`src/rtl/control_unit_if.sv`:
```
// Control-unit bus: fetched opcode and ALU flags in, datapath control word out.
// master = control unit, slave = datapath.
interface control_unit_if;
    logic [4:0] Oi;
    logic       IFgn;
    logic       IFgz;
    logic       LRCR;
    logic [1:0] mux1CR;
    logic       PCCR;
    logic       RegCR;
    logic       mux2CR;
    logic [3:0] OPALU;
    logic       NFCR;
    logic       ZFCR;
    logic       DMCR;
    logic [1:0] WBCR;
    logic       Reg1CR;
    logic       Reg2CR;

    modport master (
        input  Oi, IFgn, IFgz,
        output LRCR, mux1CR, PCCR, RegCR, mux2CR, OPALU,
               NFCR, ZFCR, DMCR, WBCR, Reg1CR, Reg2CR
    );

    modport slave (
        output Oi, IFgn, IFgz,
        input  LRCR, mux1CR, PCCR, RegCR, mux2CR, OPALU,
               NFCR, ZFCR, DMCR, WBCR, Reg1CR, Reg2CR
    );
endinterface

```
`src/rtl/control_unit.sv`:
```
// Multi-cycle control sequencer: FETCH -> DECODE -> EXEC -> [MEM] -> WB.
// Every strobe is registered and lasts one cycle. `state` names the phase whose
// control word is loaded onto the outputs at the next rising edge, so the first
// LRCR appears in the first clock after reset release.
// Optional build macro CU_STEP_EN adds a single-step input that gates FETCH.
module control_unit #(
    parameter bit         HALT_EN  = 1'b1,
    parameter logic [3:0] ALU_PASS = 4'hA
) (
    input  logic clk,
    input  logic rst,
`ifdef CU_STEP_EN
    input  logic step,
`endif
    control_unit_if.master bus
);

    typedef enum logic [2:0] {
        S_FETCH  = 3'd0,
        S_DECODE = 3'd1,
        S_EXEC   = 3'd2,
        S_MEM    = 3'd3,
        S_WB     = 3'd4,
        S_HALT   = 3'd5
    } state_t;

    state_t     state;
    logic [4:0] op_q;
    logic [3:0] op_in;
    logic [3:0] op;

    assign op_in = bus.Oi[4:1];
    assign op    = op_q[4:1];

    // Sequencer state, latched opcode and the registered control word.
    always_ff @(posedge clk or negedge rst) begin
        if (!rst) begin
            state      <= S_FETCH;
            op_q       <= 5'd0;
            bus.LRCR   <= 1'b0;
            bus.mux1CR <= 2'b10;
            bus.PCCR   <= 1'b0;
            bus.RegCR  <= 1'b0;
            bus.mux2CR <= 1'b0;
            bus.OPALU  <= ALU_PASS;
            bus.NFCR   <= 1'b0;
            bus.ZFCR   <= 1'b0;
            bus.DMCR   <= 1'b0;
            bus.WBCR   <= 2'b00;
            bus.Reg1CR <= 1'b0;
            bus.Reg2CR <= 1'b0;
        end else begin
            bus.LRCR   <= 1'b0;
            bus.mux1CR <= 2'b10;
            bus.PCCR   <= 1'b0;
            bus.RegCR  <= 1'b0;
            bus.mux2CR <= 1'b0;
            bus.OPALU  <= ALU_PASS;
            bus.NFCR   <= 1'b0;
            bus.ZFCR   <= 1'b0;
            bus.DMCR   <= 1'b0;
            bus.WBCR   <= 2'b00;
            bus.Reg1CR <= 1'b0;
            bus.Reg2CR <= 1'b0;
            case (state)
                S_FETCH: begin
`ifdef CU_STEP_EN
                    if (step) begin
                        bus.LRCR <= 1'b1;
                        state    <= S_DECODE;
                    end
`else
                    bus.LRCR <= 1'b1;
                    state    <= S_DECODE;
`endif
                end
                S_DECODE: state <= S_EXEC;
                S_EXEC: begin
                    // The instruction register has settled by the end of the
                    // DECODE cycle; capture it here and never look at Oi again.
                    op_q <= bus.Oi;
                    if (HALT_EN && op_in == 4'hF) begin
                        state <= S_HALT;
                    end else begin
                        if (op_in >= 4'h1 && op_in <= 4'h6) begin
                            bus.OPALU <= op_in;
                            bus.NFCR  <= 1'b1;
                            bus.ZFCR  <= 1'b1;
                        end
                        state <= (op_in == 4'h8 || op_in == 4'h9) ? S_MEM : S_WB;
                    end
                end
                S_MEM: begin
                    if (op == 4'h9) bus.DMCR <= 1'b1;
                    state <= S_WB;
                end
                S_WB: begin
                    bus.PCCR   <= 1'b1;
                    bus.mux1CR <= 2'b00;
                    case (op)
                        4'h1, 4'h2, 4'h3, 4'h4, 4'h5, 4'h6: bus.RegCR <= 1'b1;
                        4'h7: begin bus.RegCR <= 1'b1; bus.WBCR <= 2'b11; end
                        4'h8: begin bus.RegCR <= 1'b1; bus.WBCR <= 2'b01; end
                        4'hA: begin bus.RegCR <= 1'b1; bus.WBCR <= 2'b10; end
                        4'hB: begin bus.RegCR <= 1'b1; bus.mux2CR <= 1'b1; end
                        4'hC: begin
                            if (op_q[0]) bus.Reg2CR <= 1'b1;
                            else         bus.Reg1CR <= 1'b1;
                        end
                        4'hD: bus.mux1CR <= 2'b01;
                        // JZ on sub-bit 0, JN on sub-bit 1; flags sampled now.
                        4'hE: if (op_q[0] ? bus.IFgn : bus.IFgz) bus.mux1CR <= 2'b01;
                        default: ;
                    endcase
                    state <= S_FETCH;
                end
                S_HALT: state <= S_HALT;
                default: state <= S_FETCH;
            endcase
        end
    end

endmodule

```
`src/flat_wrapper.sv`:
```
// flat-port wrapper written by rule: the top's interface ports become plain ports
module control_unit_flat 
#(
    parameter bit         HALT_EN  = 1'b1,
    parameter logic [3:0] ALU_PASS = 4'hA
)
  (clk, rst, bus_Oi, bus_IFgn, bus_IFgz, bus_LRCR, bus_mux1CR, bus_PCCR, bus_RegCR, bus_mux2CR, bus_OPALU, bus_NFCR, bus_ZFCR, bus_DMCR, bus_WBCR, bus_Reg1CR, bus_Reg2CR);
  control_unit_if bus_i ();
  input  logic clk;
  input  logic rst;
  input wire logic [$bits(bus_i.Oi)-1:0] bus_Oi;
  input wire logic [$bits(bus_i.IFgn)-1:0] bus_IFgn;
  input wire logic [$bits(bus_i.IFgz)-1:0] bus_IFgz;
  output wire logic [$bits(bus_i.LRCR)-1:0] bus_LRCR;
  output wire logic [$bits(bus_i.mux1CR)-1:0] bus_mux1CR;
  output wire logic [$bits(bus_i.PCCR)-1:0] bus_PCCR;
  output wire logic [$bits(bus_i.RegCR)-1:0] bus_RegCR;
  output wire logic [$bits(bus_i.mux2CR)-1:0] bus_mux2CR;
  output wire logic [$bits(bus_i.OPALU)-1:0] bus_OPALU;
  output wire logic [$bits(bus_i.NFCR)-1:0] bus_NFCR;
  output wire logic [$bits(bus_i.ZFCR)-1:0] bus_ZFCR;
  output wire logic [$bits(bus_i.DMCR)-1:0] bus_DMCR;
  output wire logic [$bits(bus_i.WBCR)-1:0] bus_WBCR;
  output wire logic [$bits(bus_i.Reg1CR)-1:0] bus_Reg1CR;
  output wire logic [$bits(bus_i.Reg2CR)-1:0] bus_Reg2CR;
  assign bus_i.Oi = bus_Oi;
  assign bus_i.IFgn = bus_IFgn;
  assign bus_i.IFgz = bus_IFgz;
  assign bus_LRCR = bus_i.LRCR;
  assign bus_mux1CR = bus_i.mux1CR;
  assign bus_PCCR = bus_i.PCCR;
  assign bus_RegCR = bus_i.RegCR;
  assign bus_mux2CR = bus_i.mux2CR;
  assign bus_OPALU = bus_i.OPALU;
  assign bus_NFCR = bus_i.NFCR;
  assign bus_ZFCR = bus_i.ZFCR;
  assign bus_DMCR = bus_i.DMCR;
  assign bus_WBCR = bus_i.WBCR;
  assign bus_Reg1CR = bus_i.Reg1CR;
  assign bus_Reg2CR = bus_i.Reg2CR;
  control_unit #(.HALT_EN(HALT_EN), .ALU_PASS(ALU_PASS)) u_core (.clk(clk), .rst(rst), .bus(bus_i));
endmodule
```
`config.mk`:
```
export PLATFORM = sky130hd
export DESIGN_NAME = control_unit_flat
export DESIGN_NICKNAME = d
export VERILOG_FILES = /design/src/rtl/control_unit_if.sv /design/src/rtl/control_unit.sv /design/src/flat_wrapper.sv
export SDC_FILE = /design/constraint.sdc
export NUM_CORES = 1
export LEC_CHECK = 0
export CAP_MARGIN = 40
export CORE_MARGIN = 10
export CORE_UTILIZATION = 47
export DETAILED_ROUTE_END_ITERATION = 7
export HOLD_SLACK_MARGIN = 0.02
export PLACE_DENSITY = 0.77
export SLEW_MARGIN = 20
export SYNTH_ARGS = -nofsm -noshare
export SYNTH_HDL_FRONTEND = slang
export SYNTH_SLANG_ARGS = --single-unit
```
`constraint.sdc`:
```
create_clock -name clk -period 1.5 [get_ports clk]
set_input_delay 0.15 -clock clk [delete_from_list [all_inputs] [get_ports clk]]
set_output_delay 0.15 -clock clk [all_outputs]
set_load 0.02 [all_outputs]
```
After elaboration in Yosys (flattened, before gate mapping)
Index checks and enable logic that the tools add are counted.
{"block": "word_totals", "ff_bits": 24, "input_bits": 9, "wordCells": 70, "output_inout_bits": 17}
{"block": "op_classes", "n_eq_ne": 22, "magnitude_cmp": 2, "n_mux": 29, "reduce_logical": 4}
{"op": "== test 4 bit, second input constant", "count": 10}
{"op": "2-to-1 mux 1 bit", "count": 19}
{"op": "== test 4 x 3 -> 1 bit, second input constant", "count": 4}
{"op": "case mux 3 bit (5 select lines)", "count": 1}
{"op": "2-to-1 mux 4 bit", "count": 3}
{"op": "OR reduction 10 bit", "count": 1}
{"op": "== test 4 x 2 -> 1 bit, second input constant", "count": 2}
{"op": "== test 3 x 2 -> 1 bit, second input constant", "count": 2}
{"op": "== test 3 bit, second input constant", "count": 2}
{"op": "2-to-1 mux 3 bit", "count": 2}
{"op": "case mux 2 bit (3 select lines)", "count": 1}
{"op": "== test 4 x 1 -> 1 bit, second input constant", "count": 1}
{"op": ">= comparator 4 x 1 -> 1 bit, second input constant", "count": 1}
{"op": "<= comparator 4 x 3 -> 1 bit, second input constant", "count": 1}
{"op": "2-to-1 mux 2 bit", "count": 2}
{"op": "case mux 2 bit (2 select lines)", "count": 1}
{"op": "== test 3 x 1 -> 1 bit, second input constant", "count": 1}
{"op": "zero test 3 bit", "count": 1}
{"op": "logical AND 1 bit", "count": 1}
{"op": "logical OR 1 bit", "count": 1}

Depth between registers and ports, before layout
Gate-level depths: netlist of the first run.
{"block": "logic_depth", "word_depth": 5, "ltp_mapped": 6, "depth_no_buf": 5}

Least setup slack after synthesis of the first run
OpenSTA, ideal clock, no wires.
{"block": "synth_timing", "path_type": "reg2reg", "startpoint": "register u_core.state[2]", "endpoint": "register u_core.bus.OPALU[1]", "t_arrival_ns": 1.228, "period_less_slack_ns": 1.316, "stages_incl_launch_ff": 5, "path_slack_ns": 0.184, "required_time_ns": 1.412, "path_cell_list": "dfrtp_1 -> buf_4 -> nor3b_4 -> nand2b_2 -> or3_1"}
{"block": "synth_between", "elab_chain_len": 2}
{"item": "start: declaration", "line_no": "control_unit.sv:27", "rtl": "state_t state;"}
{"item": "start signal: assignment", "line_no": "control_unit.sv:90", "rtl": "state <= (op_in == 4'h8 || op_in == 4'h9) ? S_MEM : S_WB;"}
{"item": "== test 3 x 2 -> 1 bit", "line_no": "control_unit.sv:65", "rtl": "case (state)"}
{"item": "2-to-1 mux 4 bit", "line_no": "control_unit.sv:65"}
{"item": "end signal: assignment", "line_no": "control_unit.sv:86", "rtl": "bus.OPALU <= op_in;"}
{"item": "end: declaration", "line_no": "control_unit_if.sv:22", "rtl": "output LRCR, mux1CR, PCCR, RegCR, mux2CR, OPALU,"}
Every way passes these cells.
A chain may end at the register's enable or synchronous reset.

==> results of run 1 <==
-- sequential cells by signal, indices dropped and copies added (netlist names), 2 cells and up --
| name | flops |
|---|---|
| u_core.bus.OPALU | 4 |
| u_core.bus.mux1CR | 2 |
| u_core.bus.WBCR | 2 |
| u_core.op_q | 5 |
| u_core.state | 3 |
-- metal layers --
layer / vias to the layer above / wire, µm / part of all wire / global-route usage
met3: 2 / 127 / 0.066 / 0.0151
met5: - / 0 / 0 / 0
met4: 0 / 28 / 0.014 / 0.0471
met1: 336 / 789 / 0.41 / 0.103
li1: 357 / - / - / -
met2: 25 / 989 / 0.51 / 0.161
-- stage by stage --
step           TNS (ns)  cell area, µm²  setup WS [ns]
2_1_floorplan         0            1010          0.184
3_3_place_gp          0            1280          0.113
3_5_place_dp          0            1280          0.108
4_1_cts               0            1330         0.0285
5_1_grt        -0.00136            1350       -0.00136
6_report              0            1350         0.0673
-- power by group through the flow --
| stage | clock [µW] | combinational (µW) | sequential, µW |
|---|---|---|---|
| 2_1_floorplan | 0 | 560 | 1020 |
| 5_1_grt | 504 | 822 | 1100 |
| 4_1_cts | 463 | 752 | 1060 |
| 3_5_place_dp | 0 | 760 | 1070 |
| 3_3_place_gp | 0 | 742 | 1060 |
| 6_report | 453 | 749 | 1070 |
-- worst max-delay path by stage --
stage / endpoint / slack, ns / cells after the start / from
5_1_grt: bus_mux1CR[0] / -0.001 / 1 / u_core.bus.mux1CR[0]
6_report: bus_ZFCR / 0.07 / 1 / u_core.bus.NFCR
4_1_cts: bus_NFCR / 0.03 / 1 / u_core.bus.NFCR
2_1_floorplan: u_core.bus.OPALU[1] / 0.18 / 4 / u_core.state[2]
3_5_place_dp: u_core.bus.OPALU[1] / 0.11 / 3 / u_core.state[0]
3_3_place_gp: u_core.bus.OPALU[1] / 0.11 / 3 / u_core.state[0]
-- synth_stat cells, drive strengths merged (2+ instances only) --
cell type,instances,share of area
nor2,6,0.022
nand2,7,0.028
mux2,6,0.067
nand2b,2,0.015
and3,4,0.025
dfstp,3,0.078
buf,3,0.022
nor4b,2,0.017
a21oi,5,0.025
or3,3,0.018
dfrtp,21,0.52
clkbuf,2,0.0074
nor3,4,0.020
nor2b,4,0.025
-- cell usage in the layout, fill, tap and decap left out, types with 2 or more instances in the layout --
| cell | count |
|---|---|
| clkdlybuf4s50_1 | 21 |
| dfrtp_1 | 20 |
| nor2_1 | 6 |
| nand2_1 | 6 |
| mux2_2 | 6 |
| a21oi_1 | 5 |
| nor3_1 | 4 |
| nor2b_1 | 4 |
| and3_1 | 4 |
| or3_1 | 3 |
| clkbuf_4 | 3 |
| dlygate4sd2_1 | 3 |
| dfstp_2 | 3 |
| nor4b_2 | 2 |
| buf_4 | 2 |
-- kinds of logic after synthesis --
| kind of cell | synth area share |
|---|---|
| AND/OR/NAND/NOR | 0.232 |
| flip-flops | 0.596 |
| AO/OA/AOI/OAI | 0.0641 |
| multiplexers | 0.0666 |
| buffers and inverters | 0.0333 |
| XOR/XNOR | 0.00863 |
-- cell type report --
class                           count  area (µm²)
Clock buffer                        3        22.5
Sequential cell                    24         606
Inverter                            1        3.75
Multi-Input combinational cell     57         389
Clock inverter                      1        30.0
Timing Repair Buffer               27         264
Fill cell                         157         653
Tap cell                           27        33.8
==> flow_summary_export.csv, run 1 <==
group,metric,value,unit
power_and_ir_drop,ir_drop,0.00102,V
setup_path,r2r_end,"u_core.bus.OPALU[1]",
global_route,antenna_found_initial,0,
clocking,cts_tree,"built",
die,die_x,66.5,µm
hold_path,hold_path_class,"input port to asynchronous set/reset pin",
die,io_pins,26,
synthesis,async_flop_share,1.00,
setup_path,required,1.35,ns
clocking,clock_sinks,24,
die,dieHeight,66.5,µm
synthesis,syn_inst,87,
setup_path,critPathCaptureType,"output port",
timing,drv_slew,0,
final_layout,layout.nets,123,
setup_path,worstSetupPathType,"register to output port",
final_layout,final_cells,140,
timing,clock.fmax,698,MHz
clocking,cts_root_buf,"clkbuf_4",
setup_path,max_stage_delay,0.61,ns
setup_path,path_buf_inv,1,
routing,wire_per_inst,13.8,µm
placed_design,dp_cells,136,
synthesis,yosys_warnings,0,
setup_path,reg2reg_from,"u_core.state[1]",
power_and_ir_drop,p_clk_frac,0.200,
placed_design,portBuffers,25,
global_route,grt_max_degree,25,
global_route,grt.overflow.total,0,
clocking,post-cts-setup-buffers,0,
run_status,status,"finished, final reports clean",
timing,finalCriticalPeriod,1.43,ns
synthesis,syn_area,1010,µm²
power_and_ir_drop,p_per_area,1680,nW/µm²
clocking,numCtsBuffers,3,
routing,routed_via_density,5.14,
setup_path,cp_cell_sequence,"clkdlybuf4s50_1",
routing,ant_nets,0,
final_layout,antenna_cells,0,
setup_path,cp-start-kind,"register",
final_layout,drive_gt1_frac,0.195,
final_layout,final_util,0.674,
synthesis,synthesis.nets,96,
timing,setup_violations,0,
global_route,grt_usage,0.0917,
power_and_ir_drop,combPwrFrac,0.330,
clocking,cts_resized,3,
final_layout,area_growth,32.9,%
global_route,grt_pass1_vias,675,
synthesis,synth_edf_count,0,
setup_path,rrSetupSlack,0.13,ns
power_and_ir_drop,swShare,0.340,
power_and_ir_drop,leakage,0.000594,µW
synthesis,ys.flop_type,"dfrtp_1",
die,initial_utilization,0.507,
synthesis,synth_seq_cells,24,
power_and_ir_drop,p_total,2270,µW
die,dieArea,4420,µm²
power_and_ir_drop,internal-power,1500,µW
setup_path,path_delay_family,"buffers and inverters",
die,coreArea,2000,µm²
clocking,cts.clk_slew.worst_paths,0.13,ns
clocking,cts_hold_buf,0,
synthesis,seq_area_frac_synth,0.596,
routing,drtIter0Drc,17,
clocking,cts_htree_levels,1,
timing,hold_viol,0,
setup_path,worstPathArrival,1.28,ns
timing,timing.hold.ws,0.185,ns
timing,period_share,0.955,
routing,drc,0,
clocking,insertion_delay,0.30,ns
synthesis,yosysUniqueCellTypes,31,
timing,tightest_slew,0.373,ns
global_route,grt_pass1_wl,3210,µm
setup_path,worstPathMaxFanout,2,
routing,wirelength,1930,µm
power_and_ir_drop,p_switching,772,µW
clocking,clockBufferDepth,2,
routing,drtPass1Iterations,4,
die,rows,16,
job,max-cap-violations,0,
placed_design,gp_congestion,0.763,
routing,num_vias,720,
power_and_ir_drop,seqPwrFrac,0.471,
timing,fin_skew,0.00253,ns
setup_path,crit_slowest_cell,"clkdlybuf4s50_1",
placed_design,dp_hpwl,1470,µm
setup_path,reg2regPathDepth,3,
timing,slew_headroom,0.751,
synthesis,syn_avg_cell_area,11.7,µm²
(Power assumes the default switching activity.)
==> run 2, diff against run 1 <==
--- a/config.mk
+++ b/config.mk
@@ -7,10 +7,11 @@
 export LEC_CHECK = 0
 export CAP_MARGIN = 40
 export CORE_MARGIN = 10
-export CORE_UTILIZATION = 47
+export CORE_UTILIZATION = 56
 export DETAILED_ROUTE_END_ITERATION = 7
+export DONT_BUFFER_PORTS = 1
 export HOLD_SLACK_MARGIN = 0.02
-export PLACE_DENSITY = 0.77
+export PLACE_DENSITY = 0.71
 export SLEW_MARGIN = 20
 export SYNTH_ARGS = -nofsm -noshare
 export SYNTH_HDL_FRONTEND = slang
==> flow_summary_export.csv, run 2 (synthesized netlist as in run 1, its figures left out) <==
group,metric,value,unit
clocking,cts.clk_slew.worst_paths,0.13,ns
routing,wirelength,1930,µm
final_layout,top_register,"u_core.op_q",
timing,hold_viol,0,
clocking,clockBufferDepth,2,
final_layout,multi_input_area,377,µm²
hold_path,hold_path_class,"input port to register",
timing,drv_slew,0,
clocking,cts_htree_levels,1,
setup_path,worstSetupStartpoint,"u_core.state[0]",
setup_path,max_stage_delay,0.50,ns
die,io_pins,26,
timing,fin_skew,0.00450,ns
final_layout,largest_register_ffs,5,
setup_path,path_delay_family,"flip-flops",
global_route,grt.overflow.total,0,
final_layout,drive_gt1_frac,0.216,
final_layout,area_growth,13.3,%
setup_path,worstPathMaxFanout,9,
routing,drc,0,
placed_design,dp_slack,0.110,ns
clocking,cts_resized,0,
routing,ant_nets,0,
final_layout,layout_commonest_cell,"dfrtp_1",
timing,clock.fmax,711,MHz
timing,period_share,0.938,
die,coreArea,1730,µm²
routing,wire_per_inst,15.8,µm
setup_path,reg2regPathDepth,3,
power_and_ir_drop,leakage,0.000520,µW
job,max-cap-violations,0,
global_route,grt_pass1_wl,2850,µm
setup_path,reg2reg_from,"u_core.state[0]",
routing,drtPass1Iterations,4,
timing,rsz0062_at_grt,"false",
routing,drtIter0Drc,8,
die,rows,15,
power_and_ir_drop,p_per_area,1770,nW/µm²
setup_path,required,1.72,ns
global_route,grt_max_degree,25,
die,dieHeight,62.6,µm
global_route,antenna_found_initial,0,
clocking,insertion_delay,0.31,ns
routing,num_vias,672,
clocking,clock_sinks,24,
setup_path,cp_cell_sequence,"nor3b_4, buf_4, mux2_2",
placed_design,portBuffers,0,
die,initial_utilization,0.588,
timing,tightest_slew,0.510,ns
final_layout,layout_common_cells,"dfrtp_1, dlygate4sd3_1, nor2_1, nand2_1, mux2_2",
global_route,grt_usage,0.0894,
final_layout,top_regs,"u_core.op_q: 5 flops, u_core.bus.OPALU: 4 flops, u_core.state: 3 flops",
setup_path,crit_slowest_cell,"dfrtp_1",
final_layout,fill_cells,138,
final_layout,antenna_cells,0,
clocking,numCtsBuffers,3,
clocking,cts_tree,"built",
timing,slew_headroom,0.660,
final_layout,layout.area.seq,604,µm²
placed_design,gp_congestion,0.831,
setup_path,worstSetupPathType,"register to register",
final_layout,layout.nets,107,
clocking,cts_root_buf,"clkbuf_4",
setup_path,rrSetupSlack,0.09,ns
power_and_ir_drop,ir_drop,0.00109,V
setup_path,path_buf_inv,1,
timing,layout_setup_ws,0.0934,ns
setup_path,critPathCaptureType,"register",
die,dieArea,3910,µm²
timing,setup_violations,0,
power_and_ir_drop,p_total,2040,µW
hold_path,min_from,"bus_Oi[3]",
setup_path,cp-start-kind,"register",
setup_path,r2r_end,"u_core.op_q[2]",
setup_path,critical_path_cell_count,3,
die,die_x,62.6,µm
timing,fin_setup_tns,0,ns
setup_path,worstPathArrival,1.62,ns
placed_design,dp_hpwl,1290,µm
setup_path,critPathCapture,"u_core.op_q[2]",
global_route,grt_pass1_vias,596,
routing,routed_via_density,5.51,
run_status,status,"finished, final reports clean",
timing,finalCriticalPeriod,1.41,ns
-- run 2: worst min-delay path by stage --
| stage | depth (start not counted) | slack [ns] | to |
|---|---|---|---|
| final | 2 | 0.03 | u_core.bus.OPALU[1] |
| after global routing | 2 | 0.03 | u_core.bus.OPALU[1] |
| after CTS | 2 | 0.03 | u_core.bus.OPALU[1] |
| after detailed placement | 0 | -0.14 | u_core.bus.OPALU[2] |
| after global placement | 0 | -0.14 | u_core.bus.NFCR |
| after floorplan | 0 | -0.15 | u_core.bus.DMCR |
-- run 2: timing repair --
action	CTS	global route
hold buffers	6	2
setup buffers	0	2
endpoints found under the setup margin	0	2
endpoints found under the hold margin	35	22
-- run 2: where the power goes --
part,leakage (µW),switching (µW),internal [µW]
logic,0.000191,232,315
registers,0.000308,326,826
clock network,0.0000210,193,148
-- run 2: layout make-up --
class	instances	share of cell area
inverter	1	0.00326
multi-input combinational	57	0.328
tap	25	0.0272
clock buffer	4	0.0316
sequential	24	0.526
timing repair buffer	11	0.0849
-- run 2: per-stage QoR --
| step | instances | util | hold WS, ns | instance area, µm² |
|---|---|---|---|---|
| global placement | 108 | 0.593 | -0.145 | 1020 |
| floorplan | 87 | - | -0.146 | 1010 |
| global route | 122 | 0.666 | 0.0303 | 1150 |
| detailed placement | 108 | 0.593 | -0.145 | 1020 |
| CTS | 118 | 0.649 | 0.0255 | 1120 |
| finish | 122 | 0.666 | 0.0306 | 1150 |
-- run 2: per-layer routing --
layer  track usage  wire length, µm
met2         0.131              884
met5             0                0
met1         0.105              852
met4        0.0475               16
met3        0.0430              174
==> variant 1, RTL diff (flow settings as in run 2) <==
`HALT_EN` is set to 1'b1 in 2 places; all go to 1'b0.
--- a/src/rtl/control_unit.sv
+++ b/src/rtl/control_unit.sv
@@ -6,3 +6,3 @@
 module control_unit #(
-    parameter bit         HALT_EN  = 1'b1,
+    parameter bit         HALT_EN  = 1'b0,
     parameter logic [3:0] ALU_PASS = 4'hA
--- a/src/flat_wrapper.sv
+++ b/src/flat_wrapper.sv
@@ -3,3 +3,3 @@
 #(
-    parameter bit         HALT_EN  = 1'b1,
+    parameter bit         HALT_EN  = 1'b0,
     parameter logic [3:0] ALU_PASS = 4'hA
Check against the original RTL: not equivalent (a bounded check fails within 10 cycles, from zero or initial values and one cycle with rst low).
==> variant 1 against run 2 <==
Synthesized area up 4.2%. Wire length fell by 4.0%. Via count shrank 2.7%. Total power grew 2.4%. Sequential cell count stayed put. Core utilization shrank 0.069 points. Global-route usage rose by 0.43 points. Design area up 2.1%. Setup slack better by 0.063 ns. Critical path type unchanged.
==> variant 1: results (changes against run 2) <==
Status
  • Status: finished clean

Global route
  • Met1 global-route usage: 0.104 (-0.00163)
  • First-pass GRT wire length: 3100 µm (+8.7%)
  • Vias in the first global route: 686 (+15%)
  • Met3 usage: 0.0618 (+0.0188)
  • Gr usage total: 0.0936 (+0.00427)
  • Met2 Track Usage GR: 0.143 (+0.0124)

Pwr
  • Cell internal pwr: 1300 µW (+0.76%)
  • LEAKAGE: 0.000515 µW (-0.96%)
  • VDD IR max: 1.24 mV (+14%)

Min path
  • Hold EP: u_core.bus.OPALU[0]
  • Worst min-delay path category: input port to register
  • Hold Path Origin: bus_Oi[2]

Routing
  • Detailed Route WL: 1850 µm (-4.0%)
  • Starting DRT DRC Count: 18 (+10)
  • Vias per cell: 5.45 (-1.1%)
  • Met3 WL: 169 µm (-2.9%)
  • Met1 WL: 818 µm (-4.0%)

Yosys
  • Netlist cell types: 35 (+13%)
  • Syn nets: 96 (unchanged)
  • Sequential share of the synthesized area: 0.572 (-0.0240)
  • Synth top area cells: dfrtp_1, dfstp_2, mux2_2

STA
  • Clock Skew: 0.00262 ns (-0.00188 ns)
  • Least-Margin Pin Slew: 0.509 ns (-0.000951 ns)
  • Part of the cycle the worst path needs: 0.896 (-0.0418)
  • Hold WS: 0.0488 ns (+0.0182 ns)

Clock tree
  • Hold-fix buffers, CTS: 7 (+1)

Placed design
  • Gpl congestion: 0.769 (-7.4%)
  • Setup WS pre-CTS: 0.186 ns (+0.0765 ns)
  • Placed Instance Area: 1060 µm² (+3.8%)

Setup path
  • Critical Path Fanout Max: 8 (-1)
  • Crit-path max cell delay: 0.53 ns (+0.03 ns)
  • FF-to-FF path depth: 2 (-1)
  • Reg2reg setup slack: 0.16 ns (+0.06 ns)
  • Reg2Reg Capture Point: u_core.op_q[0]
  • Arr. time, crit path: 1.55 ns (-0.07 ns)

Final layout
  • Non-Filler Instances: 120 (-1.6%)
  • Layout cells sized above 1: 0.242 (+0.0256)
  • Largest regs: u_core.op_q: 5 flops, u_core.bus.OPALU: 4 flops, u_core.state: 3 flops
variant 1: cell count changes in the layout (fill, tap and decap cells not counted), moves of 2 or more:
cell      change
nand2_1       +2
nand3b_1      +3
nor2b_1       -2
nor3_1        -3
nand3_1       +2
variant 1: power groups by stage:
stage               Clock (µW)  Sequential (µW)  Combinational, µW
floorplan                    0             1010                661
global placement             0             1170                553
detailed placement           0             1180                569
CTS                        338             1170                603
global route               363             1200                665
finish                     323             1170                597
variant 1: final cells by class:
cell class              count  area (µm²)
inverters                   1        6.26
well taps                  25        31.3
flip-flops and latches     24         604
clock buffers               4        36.3
repair buffers             10        90.1
fillers                   142         591
multi-input cells          56         405
variant 1: cells by family (layout without fill, tap and decap cells):
logic type / Yosys count / in the layout / share of synthesized area
DFF: 24 / 24 / 0.572
xor gates and xnor gates: 1 / 1 / 0.00829
AOI/OAI and AO/OA: 7 / 7 / 0.0379
buffers and inverters: 7 / 15 / 0.0450
muxes: 6 / 6 / 0.0627
and+or+nand+nor: 42 / 42 / 0.275
==> variant 2, RTL diff (flow settings as in run 2) <==
Without the edit above. Make the reset (`rst`) synchronous in one clocked block.
--- a/src/rtl/control_unit.sv
+++ b/src/rtl/control_unit.sv
@@ -35,3 +35,3 @@
     // Sequencer state, latched opcode and the registered control word.
-    always_ff @(posedge clk or negedge rst) begin
+    always_ff @(posedge clk) begin
         if (!rst) begin
Check against the original RTL: differs if rst is asserted again (counterexample within 4 cycles, from zero or initial values and one cycle with rst low); with rst held inactive, the same outputs for 10 cycles.
==> variant 2 against run 2 <==
Synthesized area is 0.49% lower. Critical path type unchanged. Wire length is 7.8% lower. Count of clock-buffer cells in the layout is 1 lower. Critical endpoint is now u_core.op_q[3]. Design area is 3.8% lower. Setup slack better by 0.062 ns. Highest routed layer unchanged. Sequential cell count stayed put.
Power is not compared: it rests on default switching activity, and its combinational part moved more than twofold at a synthesized area within 25%.
==> variant 2: results (changes against run 2) <==
Pwr
  • LEAKAGE: 0.000391 µW

Yosys
  • Netlist cell types: 36 (+16%)
  • Sequential share of the synthesized area: 0.476 (-0.120)
  • Async S/R FF share, synth: 0 (-1.00)
  • Commonest cells post-synth: dfxtp_1, nand2_1, nor2b_1
  • Syn nets: 102 (+6.3%)
  • Synth top area cells: dfxtp_1, mux2i_1, nor2b_1

STA
  • Clock Skew: 0.00296 ns (-0.00155 ns)
  • Max-slew headroom: 0.659 (-0.000997)

Placed design
  • HPWL after detailed placement: 1270 µm (-1.3%)
  • Gpl congestion: 0.719 (-13%)

Global route
  • Gr usage total: 0.0919 (+0.00257)
  • Largest net degree at the start of global routing: 15 (-40%)
  • Initial antenna violation count: 0 (unchanged)
  • Vias in the first global route: 624 (+4.7%)
  • First-pass GRT wire length: 2910 µm (+2.2%)

Status
  • Status: finished clean

Setup path
  • Reg2reg setup slack: 0.16 ns (+0.06 ns)
  • Critical Path Fanout Max: 8 (-1)
  • Arr. time, crit path: 1.56 ns (-0.06 ns)
  • Crit-path max cell delay: 0.55 ns (+0.05 ns)
  • Slowest CP cell: dfxtp_1

Clock tree
  • CTS max path bufs: 2 (unchanged)
  • Clk_lat worst skew: 0.31 ns (about the same)

Final layout
  • Layout cells sized above 1: 0.155 (-0.0619)

Routing
  • Routed len/inst: 14.6 µm (-7.8%)
  • Starting DRT DRC Count: 6 (-2)
  • Vias per cell: 5.25 (-4.8%)

Min path
  • Worst min-delay path category: input port to register
## variant 2: cell types whose count changed in the layout (fill, tap and decap cells not counted), moves of 3 or more
cell,delta
buf_4,-3
dfrtp_1,-21
dfstp_2,-3
dfxtp_1,+24
inv_1,+3
mux2_2,-5
mux2i_1,+5
## variant 2: cell families after synthesis
logic type | Yosys count | share of synthesized area
AOI/OAI and AO/OA | 11 | 0.0744
xor gates and xnor gates | 1 | 0.00868
muxes | 6 | 0.0607
DFF | 24 | 0.476
buffers and inverters | 10 | 0.0619
and+or+nand+nor | 41 | 0.318
## variant 2: what timing repair did
item	in CTS	in global routing
hold endpoints to repair	18	0
hold buffers	6	0
endpoints found under the setup margin	0	0
## variant 2: power groups by stage
stage / clock network [µW] / logic (µW) / registers [µW]
after floorplan: 0 / 266 / 741
after global placement: 0 / 180 / 815
after detailed placement: 0 / 181 / 819
after CTS: 476 / 202 / 804
after global routing: 498 / 224 / 817
final: 454 / 202 / 807
## variant 2: layout make-up
type,instances,area [µm²]
clock buffers,3,22.5
clock inverters,1,30.0
fillers,141,621
inverters,4,15.0
multi-input cells,59,467
flip-flops and latches,24,480
well taps,25,31.3
repair buffers,6,60.1
## variant 2: path summary, 6_finish.rpt
path,start,end,cells after the start
min,bus_Oi[1],u_core.bus.OPALU[2],2
max,u_core.state[1],u_core.op_q[3],3
min reg2reg,u_core.op_q[0],u_core.bus.Reg1CR,1
max reg2reg,u_core.state[1],u_core.op_q[3],3
## variant 2: metrics by stage
step	instance area, µm²	setup WS, ns	power, µW	hold slack [ns]	cells
after global placement	993	0.225	995	0.266	112
final	1110	0.156	1460	0.0362	122
after detailed placement	993	0.167	1000	0.264	112
after CTS	1110	0.147	1480	0.0223	122
after global routing	1110	0.0726	1540	0.0336	122
after floorplan	1010	0.377	1010	0.250	93
## variant 2: worst max-delay path: cells and delay by family, from the launching register on
kind,cells,cell delay (ns)
flip-flops,1,0.55
multiplexers,1,0.23
AND/OR/NAND/NOR,2,0.48
## variant 2: layer usage
| layer | vias to the layer above | wire (µm) | part of all wire | global-route usage |
|---|---|---|---|---|
| met1 | 293 | 761 | 0.43 | 0.108 |
| met4 | 0 | 15 | 0.0084 | 0.0587 |
| met5 | - | 0 | 0 | 0 |
| met2 | 16 | 819 | 0.46 | 0.127 |
| li1 | 329 | - | - | - |
| met3 | 2 | 181 | 0.10 | 0.0484 |
